==> src/rtl/cla_nibble_sequencer.sv <==
// Multi-cycle WIDTH-bit adder/subtractor. One 4-bit carry-lookahead slice is
// reused once per nibble, LSB first, with the carry held in a register.

module cla4_slice (
  input  logic [3:0] a_i,
  input  logic [3:0] b_i,
  input  logic       c_i,
  output logic [3:0] s_o,
  output logic       c_o
);
  logic [3:0] g;
  logic [3:0] p;
  logic [4:0] c;

  assign g    = a_i & b_i;
  assign p    = a_i ^ b_i;
  assign c[0] = c_i;
  assign c[1] = g[0] | (p[0] & c[0]);
  assign c[2] = g[1] | (p[1] & g[0]) | (p[1] & p[0] & c[0]);
  assign c[3] = g[2] | (p[2] & g[1]) | (p[2] & p[1] & g[0]) | (p[2] & p[1] & p[0] & c[0]);
  assign c[4] = g[3] | (p[3] & g[2]) | (p[3] & p[2] & g[1]) | (p[3] & p[2] & p[1] & g[0])
              | (p[3] & p[2] & p[1] & p[0] & c[0]);
  assign s_o  = p ^ c[3:0];
  assign c_o  = c[4];
endmodule

module cla_nibble_sequencer #(
  parameter int WIDTH = 16
) (
  input  logic             clk,
  input  logic             rst_n,
  input  logic             in_valid,
  output logic             in_ready,
  input  logic [WIDTH-1:0] A,
  input  logic [WIDTH-1:0] B,
  input  logic             Cin,
  input  logic             Sub,
  output logic             out_valid,
  input  logic             out_ready,
  output logic [WIDTH-1:0] Sum,
  output logic             Cout,
  output logic             Ovf,
  output logic [1:0]       dbg_state_o
);
  localparam int NIBBLES = WIDTH / 4;
  localparam int IDXW    = $clog2(NIBBLES);
  localparam logic [IDXW-1:0] LAST_IDX = IDXW'(NIBBLES - 1);

  typedef enum logic [1:0] {
    IDLE = 2'd0,
    RUN  = 2'd1,
    DONE = 2'd2
  } state_t;

  // Handshakes: a transfer happens on a rising edge where valid and ready
  // are both 1. in_ready/out_valid are registered; once out_valid is raised
  // the result is held until out_ready is sampled high.

  state_t            state_q;
  logic [WIDTH-1:0]  opa_q;
  logic [WIDTH-1:0]  opb_q;
  logic [WIDTH-1:0]  sum_q;
  logic [IDXW-1:0]   idx_q;
  logic              carry_q;
  logic              cout_q;
  logic              ovf_q;
  logic              out_valid_q;
  logic              in_ready_q;

  logic [3:0]        slice_a;
  logic [3:0]        slice_b;
  logic [3:0]        slice_s;
  logic              slice_c;

  assign slice_a = opa_q[4*idx_q +: 4];
  assign slice_b = opb_q[4*idx_q +: 4];

  cla4_slice u_slice (
    .a_i (slice_a),
    .b_i (slice_b),
    .c_i (carry_q),
    .s_o (slice_s),
    .c_o (slice_c)
  );

  always_ff @(posedge clk or negedge rst_n) begin
    if (!rst_n) begin
      state_q     <= IDLE;
      opa_q       <= '0;
      opb_q       <= '0;
      sum_q       <= '0;
      idx_q       <= '0;
      carry_q     <= 1'b0;
      cout_q      <= 1'b0;
      ovf_q       <= 1'b0;
      out_valid_q <= 1'b0;
      in_ready_q  <= 1'b0;
    end else begin
      unique case (state_q)
        IDLE: begin
          if (in_valid && in_ready_q) begin
            opa_q      <= A;
            opb_q      <= Sub ? ~B : B;
            carry_q    <= Sub ? 1'b1 : Cin;
            idx_q      <= '0;
            sum_q      <= '0;
            in_ready_q <= 1'b0;
            state_q    <= RUN;
          end else begin
            // First edge after reset release raises in_ready here.
            in_ready_q <= 1'b1;
          end
        end
        RUN: begin
          sum_q[4*idx_q +: 4] <= slice_s;
          carry_q             <= slice_c;
          if (idx_q == LAST_IDX) begin
            cout_q      <= slice_c;
            ovf_q       <= (opa_q[WIDTH-1] == opb_q[WIDTH-1]) & (slice_s[3] != opa_q[WIDTH-1]);
            out_valid_q <= 1'b1;
            state_q     <= DONE;
          end else begin
            idx_q <= idx_q + 1'b1;
          end
        end
        DONE: begin
          if (out_ready) begin
            out_valid_q <= 1'b0;
            in_ready_q  <= 1'b1;
            state_q     <= IDLE;
          end
        end
        default: state_q <= IDLE;
      endcase
    end
  end

  assign in_ready    = in_ready_q;
  assign out_valid   = out_valid_q;
  assign Sum         = sum_q;
  assign Cout        = cout_q;
  assign Ovf         = ovf_q;
  assign dbg_state_o = state_q;
endmodule

==> config.mk <==
export PLATFORM = sky130hd
export DESIGN_NAME = cla_nibble_sequencer
export DESIGN_NICKNAME = d
export VERILOG_FILES = /design/src/rtl/cla_nibble_sequencer.sv
export SDC_FILE = /design/constraint.sdc
export NUM_CORES = 1
export LEC_CHECK = 0
export BUFFER_PORTS_ARGS = -buffer_cell sky130_fd_sc_hd__buf_2
export CAP_MARGIN = 10
export CORE_AREA = 2 2 120 64
export DETAILED_ROUTE_END_ITERATION = 6
export DIE_AREA = 0 0 122 66
export RECOVER_POWER = 100
export SYNTH_ARGS = -nofsm -noshare
export SYNTH_HDL_FRONTEND = slang
export SYNTH_HIERARCHICAL = 1
export SYNTH_SLANG_ARGS = --single-unit
==> constraint.sdc <==
create_clock -name clk -period 3.3 [get_ports clk]
set_input_delay 0 -clock clk [delete_from_list [all_inputs] [get_ports clk]]
set_output_delay 0 -clock clk [all_outputs]
set_load 0.005 [all_outputs]
After elaboration in Yosys (flattened, before gate mapping) --
Cells that the tools add are included.
Word-level totals: output and inout bits 22, bits of input ports 38, bits in registers 57
Cells by class: mux-type cells 20, bitwise operators 31, equality and inequality tests 9, add/subtract/negate cells 2, shift-type cells 4, reductions and logical operators 12
Operator list (number):
- negator 4 -> 34 bit | 1
- variable shift 4 x 34 -> 16 bit, first input constant | 1
- indexed part select 4 x 34 -> 16 bit | 1
- two-way mux 16 bit | 2
- one-hot mux 16 bit (2 select lines) | 1
- indexed part select 16 x 5 -> 4 bit | 2
- AND 1 bit | 17
- bitwise mux 16 bit | 1
- inverter 16 bit | 1
- two-way mux 2 bit | 5
- OR 1 bit | 10
- AND reduction 3 bit | 3
- != test 2 bit, second input constant | 4
- AND reduction 2 bit | 4
- XOR 4 bit | 2
- two-way mux 1 bit | 6
- one-hot mux 1 bit (2 select lines) | 3
- one-hot mux 2 bit (3 select lines) | 1
- nonzero test 2 bit | 3
- AND 4 bit | 1
- == test 2 bit, second input constant | 2
- one-hot mux 2 bit (2 select lines) | 1
- adder 2 x 1 -> 2 bit, second input constant | 1
- == test 2 x 1 -> 1 bit, second input constant | 1
- 4 further kinds | 4

Logic depth before layout (Yosys ltp) --
Gate-level depths: netlist (run 1).
word-level depth 10, depth in mapped cells 9, mapped depth without buffers 8

Modules after synthesis --
The synthesis (run 1) kept the hierarchy.
Modules (own cells, without submodules):
- cla_nibble_sequencer | cells each 238, seq. area each 1426.4 sq um, area an instance 2635.0 sq um, instances 1
- cla4_slice | cells each 17, seq. area each 0.0 sq um, area an instance 147.6 sq um, instances 1

Worst setup path after synthesis (run 1) --
Ideal clock, no wire load.
kind register -> register, start point register idx_q[0], end point register ovf_q, in the netlist Ovf, arrival 2.542 ns, setup slack 0.634 ns, clock period less this slack 2.666 ns, setup time 0.125 ns, path buffers 1, stages on the path, launching flop included 9, required time 3.175 ns, path through dfrtp_1 buf_4 mux4_2 ha_1 a21o_1 a31o_1 xor2_1 o22ai_1 mux2_2
Between the ends: elaborated cells on any way between the ends 17
RTL lines:
- start, declared | line 63 | logic [IDXW-1:0] idx_q;
- start signal, assigned | line 123 | idx_q <= idx_q + 1'b1;
- indexed part select 16 x 5 -> 4 bit (*) | line 75 | assign slice_a = opa_q[4*idx_q +: 4];
- net slice_a[0] | line 70 | logic [3:0] slice_a;
- AND 4 bit or XOR 4 bit (tied branches) | line 15, 16
- AND 1 bit | line 20 | assign c[3] = g[2] | (p[2] & g[1]) | (p[2] & p[1] & g[0]) | (p[2] & p[1] & p[0] & c[0]);
- OR 1 bit or AND 1 bit (tied branches) | line 20
- OR 1 bit (*) | line 20
- XOR 4 bit (*) | line 23 | assign s_o = p ^ c[3:0];
- net slice_s[3] | line 72 | logic [3:0] slice_s;
- != test 1 bit (*) | line 119 | ovf_q <= (opa_q[WIDTH-1] == opb_q[WIDTH-1]) & (slice_s[3] != opa_q[WIDTH-1]);
- AND 1 bit (*) | line 119
- end signal, assigned | line 119
- end, declared | line 66 | logic ovf_q;
The timed path passes the listed nets; every way through them passes the cells marked *. A chain may end at the register's enable or synchronous reset.

Final worst setup path (run 1) --
start point register idx_q[0], end point register ovf_q, in the netlist Ovf
Between the ends: elaborated cells on any way between the ends 17
RTL lines:
- indexed part select 16 x 5 -> 4 bit (*) | line 76 | assign slice_b = opb_q[4*idx_q +: 4];
- net slice_b[0] | line 71 | logic [3:0] slice_b;
- AND 4 bit or XOR 4 bit (tied branches) | line 15, 16
- AND 1 bit | line 20
- OR 1 bit or AND 1 bit (tied branches) | line 20
- OR 1 bit (*) | line 20
- XOR 4 bit (*) | line 23
- net slice_s[3] | line 72
- != test 1 bit (*) | line 119
- AND 1 bit (*) | line 119
Marked as above.

==> results of run 1 <==
## final timing paths
kind / startpoint / to / slack (ns)
max in group asynchronous: rst_n / opb_q[4] / 1.19
worst max-delay path: idx_q[0] / Ovf / 0.36
min in group asynchronous: rst_n / opa_q[5] / 0.58
worst max register to register: idx_q[0] / Ovf / 0.36
worst min-delay path: B[12] / opb_q[12] / 0.02
worst min register to register: opb_q[8] / opb_q[8] / 0.48
## cell usage after synthesis, drive strengths merged, types with 2 or more instances
cell type   n  share of area
nor2        3         0.0049
o21ai      19          0.034
nand2      71          0.096
a21o        3         0.0081
ha         10          0.045
xnor2      18          0.057
nor4        3          0.013
a22o       15          0.047
mux2        3          0.012
dfrtp      57           0.51
buf         9          0.023
nand2b      2         0.0054
mux4        8          0.065
inv        10          0.013
a21oi       7          0.013
clkbuf      2         0.0027
nand3       2         0.0036
## worst max-delay path, delay by kind of cell (launching register included)
family,cells,cell delay [ns]
mux,2,0.91
flops,1,0.66
xor+xnor,1,0.41
compound gates,3,0.56
fa+ha+maj,1,0.29
## stage by stage
stage / cells / cell area (µm²) / setup slack [ns]
after floorplan: 255 / 2783 / 0.6337
after global placement: 402 / 3153 / 0.4682
after detailed placement: 402 / 3153 / 0.3759
after CTS: 452 / 3787 / 0.3477
after global routing: 452 / 3736 / 0.1989
final: 452 / 3736 / 0.3627
## power groups by stage
stage	Combinational, mW	Clock, mW	Sequential, mW
after detailed placement	1.64	0	1.26
after global placement	1.58	0	1.27
after CTS	1.68	0.917	1.26
final	1.62	0.891	1.26
after floorplan	1.23	0	1.15
after global routing	1.84	0.953	1.30
## cell usage in the layout, fill, tap and decap left out, drive strengths merged
master / n
nand2: 71
dfrtp: 57
buf: 49
dlygate4sd3: 34
clkbuf: 27
o21ai: 19
xnor2: 18
a22o: 15
inv: 10
ha: 10
mux4: 8
a21oi: 7
mux2: 3
nor4: 3
a21o: 3
nor2: 3
nand3: 2
clkinv: 2
nand2b: 2
and4bb: 1
nand4bb: 1
or2b: 1
and2b: 1
nand3b: 1
nor3: 1
nor3b: 1
o22ai: 1
a32o: 1
a31oi: 1
a31o: 1
xor2: 1
fa: 1
## registers in the layout (all words and copies together), names as in the netlist
register	count
opa_q	16
idx_q	2
carry_q	1
opb_q	16
Ovf	1
Cout	1
dbg_state_o	2
out_valid	1
Sum	16
in_ready	1
## cell type report
cell class,instances,area (µm²)
clock buffers,14,284.0
fillers,649,3283
multi-input cells,177,1224
well taps,96,120.1
flip-flops and latches,57,1426
clock inverters,2,10.01
repair buffers,96,634.4
inverters,10,37.54
## layer usage
layer | vias up | global-route usage | wire length, µm
met5 | - | 0 | 0
met2 | 54 | 0.2703 | 2822
met3 | 9 | 0.05948 | 357
met4 | 0 | 0.07328 | 75
met1 | 1025 | 0.2928 | 3853
li1 | 1064 | - | -
## logic make-up (layout without fill, tap and decap cells)
kind of cell | count (synthesis) | in the layout | synth area share
AO/OA/AOI/OAI | 48 | 48 | 0.1133
XOR/XNOR | 19 | 19 | 0.05980
adder cells (fa/ha/maj) | 11 | 11 | 0.05216
buffers and inverters | 21 | 122 | 0.03957
flip-flops | 57 | 57 | 0.5126
multiplexers | 11 | 11 | 0.07689
AND/OR/NAND/NOR | 88 | 88 | 0.1457
==> summary.md, run 1 <==
| Metric | Value |
|---|---|
| Htree depth | `3` |
| Number of failing hold endpoints at the final stage | `0` |
| Switching portion of total power | `0.3960` |
| Combinational share of power | `0.429` |
| Async set-reset flop share out of synthesis | `1.000` |
| Clock Path Buffers | `2` |
| Total negative slack for setup checks | `0 ns` |
| Antenna violations before repair | `0` |
| Sort of element at the end of the critical path | `flop` |
| Class of the most critical setup path | `reg -> reg` |
| Starting DRC count in detailed routing | `115` |
| Max Slew Vio Count | `29` |
| Setup repair bufs after CTS | `0` |
| WP data arrival | `3.15 ns` |
| CP cell instances | `mux4_2, ha_1, a21o_1, a31o_1, xor2_1, o22ai_1, mux2_2` |
| Number of global-route vias before repair | `2163` |
| Clk root buf | `sky130_fd_sc_hd__clkbuf_16` |
| Nets@finish | `400` |
| Failing checks | `max-capacitance violations, max-slew violations` |
| Total clock buffers created by CTS | `9` |
| Synthesis Warnings | `6` |
| Vias per Instance | `4.761` |
| Via count | `2152` |
| Routed Antenna Nets | `0` |
| Cell Int Power | `2.278 mW` |
| Starting utilization of the core area | `0.3964` |
| Synthesized cell area | `2783 µm²` |
| Total power per unit cell area | `1010 nW/µm²` |
| Result of the run | `complete, but fails checks` |
| Synthesized flop and latch total | `57` |
| Combined global-route utilization of all metal layers | `0.1979` |
| Sequential fraction of the synthesis area | `0.5126` |
| Number of cells on the worst hold path | `3` |
| Relative contribution of the clock network to total power | `0.236` |
| Required time of the worst setup path | `3.51 ns` |
| Antenna diode count | `0` |
| First-pass GRT wire length | `11540 µm` |
| Post-CTS resize count | `0` |
| Clk_skew | `0.005947 ns` |
| Setup Viol. Count Final | `0` |
| Worst rel slew slack | `-0.02342` |
| Worst-margin pin slew | `1.535 ns` |
| Register share of total power | `0.334` |
| Post-synthesis cell type count | `35` |
| Largest net degree at the start of global routing | `38` |
| Floorplan die width | `122 µm` |
| Max incr delay on CP | `0.66 ns` |
| Fraction of layout instances using a drive strength above 1 | `0.2163` |
| Die Ht | `66 µm` |
| Reg2reg path depth | `7` |
| Switching Power | `1.494 mW` |
| Sum of routed wire length over all layers | `7108 µm` |
| First-pass iteration count of the detailed router | `4` |
| IO Count | `60` |
| Largest voltage drop on the vdd net | `410.5 µV` |
| Port bufs | `59` |
| Synth-to-layout area growth | `34.26%` |
| Synthesized instance count | `255` |
| Timing-limited maximum frequency | `340.4 MHz` |
| Predominant post-synthesis flop cell | `sky130_fd_sc_hd__dfrtp_1` |
| Reported leakage power | `1.823 nW` |
| Post-route clock period utilization | `0.8901` |
| Post-detailed-placement half-perimeter wirelength | `4950 µm` |
| Clock-pin slew of the registers on the worst-case setup and hold paths | `0.05 ns` |
| Unrepaired setup endpoints after global routing | `false` |
| Nets in the synthesized netlist | `304` |
| Post-detailed-route DRC marker count | `0` |
| Design Power | `3.772 mW` |
| Average routed wire per standard cell | `15.73 µm` |
| Core Rows | `22` |
| Area of the core | `7019 µm²` |
| Worst hold slack | `0.01919 ns` |
| Overall overflow remaining after global route | `0` |
| HP Class | `in -> reg` |
| Quantity of hold-fixing buffers added after cts | `34` |
| Die area | `8052 µm²` |
| EDFF count, synth | `0` |
| Startpoint types | `flop` |
| Max Cap Violations | `1` |
| Fraction of the core area covered by cells at the end of the flow | `0.5323` |
| Post-synthesis average cell area | `10.91 µm²` |
| Critical-path top delay cell | `sky130_fd_sc_hd__dfrtp_1` |
| Clk_lat worst skew | `0.33 ns` |
| Sinks on the clock net | `57` |
| Minimum clock period | `2.937 ns` |
| TritonCTS clock tree | `yes` |
| Largest fanout on the critical path | `10` |
| Gpl congestion | `0.8194` |
Power figures use the tool's default switching activity.
==> inputs of run 2 (changes only) <==
Settings changed: BUFFER_PORTS_ARGS -buffer_cell sky130_fd_sc_hd__buf_2 to not set, DONT_BUFFER_PORTS set to 1, RECOVER_POWER 100 to 25.
==> summary.md, run 2 (synthesized netlist as in run 1, its figures left out) <==
| Metric | Value |
|---|---|
| Htree depth | `3` |
| Number of failing hold endpoints at the final stage | `0` |
| Clk_lat worst skew | `0.33 ns` |
| Average routed wire per standard cell | `16.31 µm` |
| Startpoint of the most critical register-to-register path | `idx_q[0]` |
| Unrepaired setup endpoints after global routing | `false` |
| Worst rel slew slack | `-0.6922` |
| Switching Power | `1.497 mW` |
| Commonest cells after routing, fill and taps aside | `71 x sky130_fd_sc_hd__nand2_1, 57 x sky130_fd_sc_hd__dfrtp_1, 52 x sky130_fd_sc_hd__dlygate4sd3_1` |
| Largest net degree at the start of global routing | `58` |
| Post-route clock period utilization | `0.8835` |
| Floorplan die width | `122 µm` |
| Starting DRC count in detailed routing | `74` |
| Timing-limited maximum frequency | `343.0 MHz` |
| Max Slew Vio Count | `58` |
| Starting utilization of the core area | `0.3964` |
| Clock Path Buffers | `2` |
| Relative contribution of the clock network to total power | `0.270` |
| Area of the core | `7019 µm²` |
| Antenna violations before repair | `0` |
| Setup repair bufs after CTS | `0` |
| Result of the run | `complete, but fails checks` |
| IO Count | `60` |
| Combinational share of power | `0.407` |
| Sinks on the clock net | `57` |
| Max Cap Violations | `1` |
| TritonCTS clock tree | `yes` |
| Nets@finish | `359` |
| Clk_skew | `0.004555 ns` |
| Failing checks | `max-capacitance violations, max-slew violations` |
| Antenna diode count | `0` |
| Class of the most critical setup path | `reg -> reg` |
| Fraction of layout instances using a drive strength above 1 | `0.1111` |
| Launch point of the critical path | `idx_q[0]` |
| Reported leakage power | `1.713 nW` |
| Total clock buffers created by CTS | `9` |
| Total negative slack for setup checks | `0 ns` |
| WP data arrival | `3.13 ns` |
| Vias per Instance | `4.869` |
| Clock-pin slew of the registers on the worst-case setup and hold paths | `0.05 ns` |
| Required time of the worst setup path | `3.51 ns` |
| Port bufs | `0` |
| Startpoint types | `flop` |
| Register share of total power | `0.323` |
| First-pass GRT wire length | `10780 µm` |
| Setup Viol. Count Final | `0` |
| Crit path to | `Ovf` |
| Quantity of hold-fixing buffers added after cts | `53` |
| Core Rows | `22` |
| Gpl congestion | `0.7820` |
| Routed Antenna Nets | `0` |
| Total power per unit cell area | `1065 nW/µm²` |
| Largest fanout on the critical path | `16` |
| Sum of routed wire length over all layers | `6703 µm` |
| Reg-to-Reg End | `Ovf` |
| Minimum clock period | `2.916 ns` |
| Clk root buf | `sky130_fd_sc_hd__clkbuf_16` |
| Cell Int Power | `2.475 mW` |
| Post-detailed-placement half-perimeter wirelength | `4464 µm` |
| Synth-to-layout area growth | `33.99%` |
| Via count | `2001` |
| Overall overflow remaining after global route | `0` |
| Switching portion of total power | `0.3769` |
| First-pass iteration count of the detailed router | `4` |
| Worst-margin pin slew | `2.538 ns` |
| Largest voltage drop on the vdd net | `396.5 µV` |
| Die Ht | `66 µm` |
| Combined global-route utilization of all metal layers | `0.1870` |
| Post-detailed-route DRC marker count | `0` |
| Sort of element at the end of the critical path | `flop` |
| Reg2reg path depth | `7` |
| Die area | `8052 µm²` |
| Design Power | `3.972 mW` |
| Commonest non-fill, non-tap cell in the layout | `sky130_fd_sc_hd__nand2_1` |
| HP Class | `in -> reg` |
| Worst-case register-to-register setup slack | `0.38 ns` |
| Post-CTS resize count | `0` |
| Number of global-route vias before repair | `2019` |
## run 2: cell types whose count changed in the layout (fill, tap and decap cells not counted), sizes merged
cell | before | now
dlygate4sd3 | 34 | 52
buf | 49 | 2
clkbuf | 27 | 11
clkinvlp | 0 | 1
dlymetal6s4s | 0 | 1
clkinv | 2 | 1
bufinv | 0 | 3
## run 2: how the worst min path moves through the flow
stage	from	cells past startpoint	to
after CTS	in_valid	3	opa_q[6]
after global placement	rst_n	0	opa_q[6]
after floorplan	rst_n	0	Cout
final	in_valid	2	in_ready
after detailed placement	rst_n	0	opa_q[6]
after global routing	in_valid	3	opa_q[0]
## run 2: stage by stage
step | std cells | hold slack (ns) | instance area [µm²] | worst slack, ns | utilization
2_1_floorplan | 255 | -0.2956 | 2783 | 0.6337 | -
3_3_place_gp | 342 | -0.2936 | 2850 | 0.4243 | 0.4061
3_5_place_dp | 342 | -0.2939 | 2850 | 0.3525 | 0.4061
4_1_cts | 411 | 0.1253 | 3744 | 0.3416 | 0.5333
5_1_grt | 411 | 0.1457 | 3729 | 0.1535 | 0.5312
6_report | 411 | 0.1349 | 3729 | 0.3844 | 0.5312
## run 2: area by class of cell
type / instances / area, µm²
Multi-Input combinational cell: 177 / 1251
Clock buffer: 11 / 242.7
Clock inverter: 5 / 102.6
Timing Repair Buffer: 55 / 548.0
Tap cell: 96 / 120.1
Inverter: 10 / 37.54
Sequential cell: 57 / 1426
Fill cell: 634 / 3291
## run 2: critical path, cell delays in order (launching register included)
cell and delay [ns]:
sky130_fd_sc_hd__dfrtp_1 0.84, sky130_fd_sc_hd__mux4_2 0.62, sky130_fd_sc_hd__ha_1 0.31, sky130_fd_sc_hd__a21o_1 0.19, sky130_fd_sc_hd__a31o_1 0.25, sky130_fd_sc_hd__xor2_1 0.22
sky130_fd_sc_hd__o22ai_1 0.10, sky130_fd_sc_hd__mux2_2 0.26
## run 2: power groups by stage
stage / combinational (mW) / sequential [mW] / clock (mW)
3_3_place_gp: 1.49 / 1.30 / 0
4_1_cts: 1.62 / 1.29 / 1.10
3_5_place_dp: 1.53 / 1.29 / 0
5_1_grt: 1.82 / 1.34 / 1.13
2_1_floorplan: 1.23 / 1.15 / 0
6_report: 1.62 / 1.28 / 1.07
## run 2: routing by layer
layer	share of wire	wire length, µm	GRT usage
met4	0.016	109	0.07328
met5	0	0	0
met1	0.53	3561	0.2692
met2	0.37	2509	0.2360
met3	0.078	522	0.08879
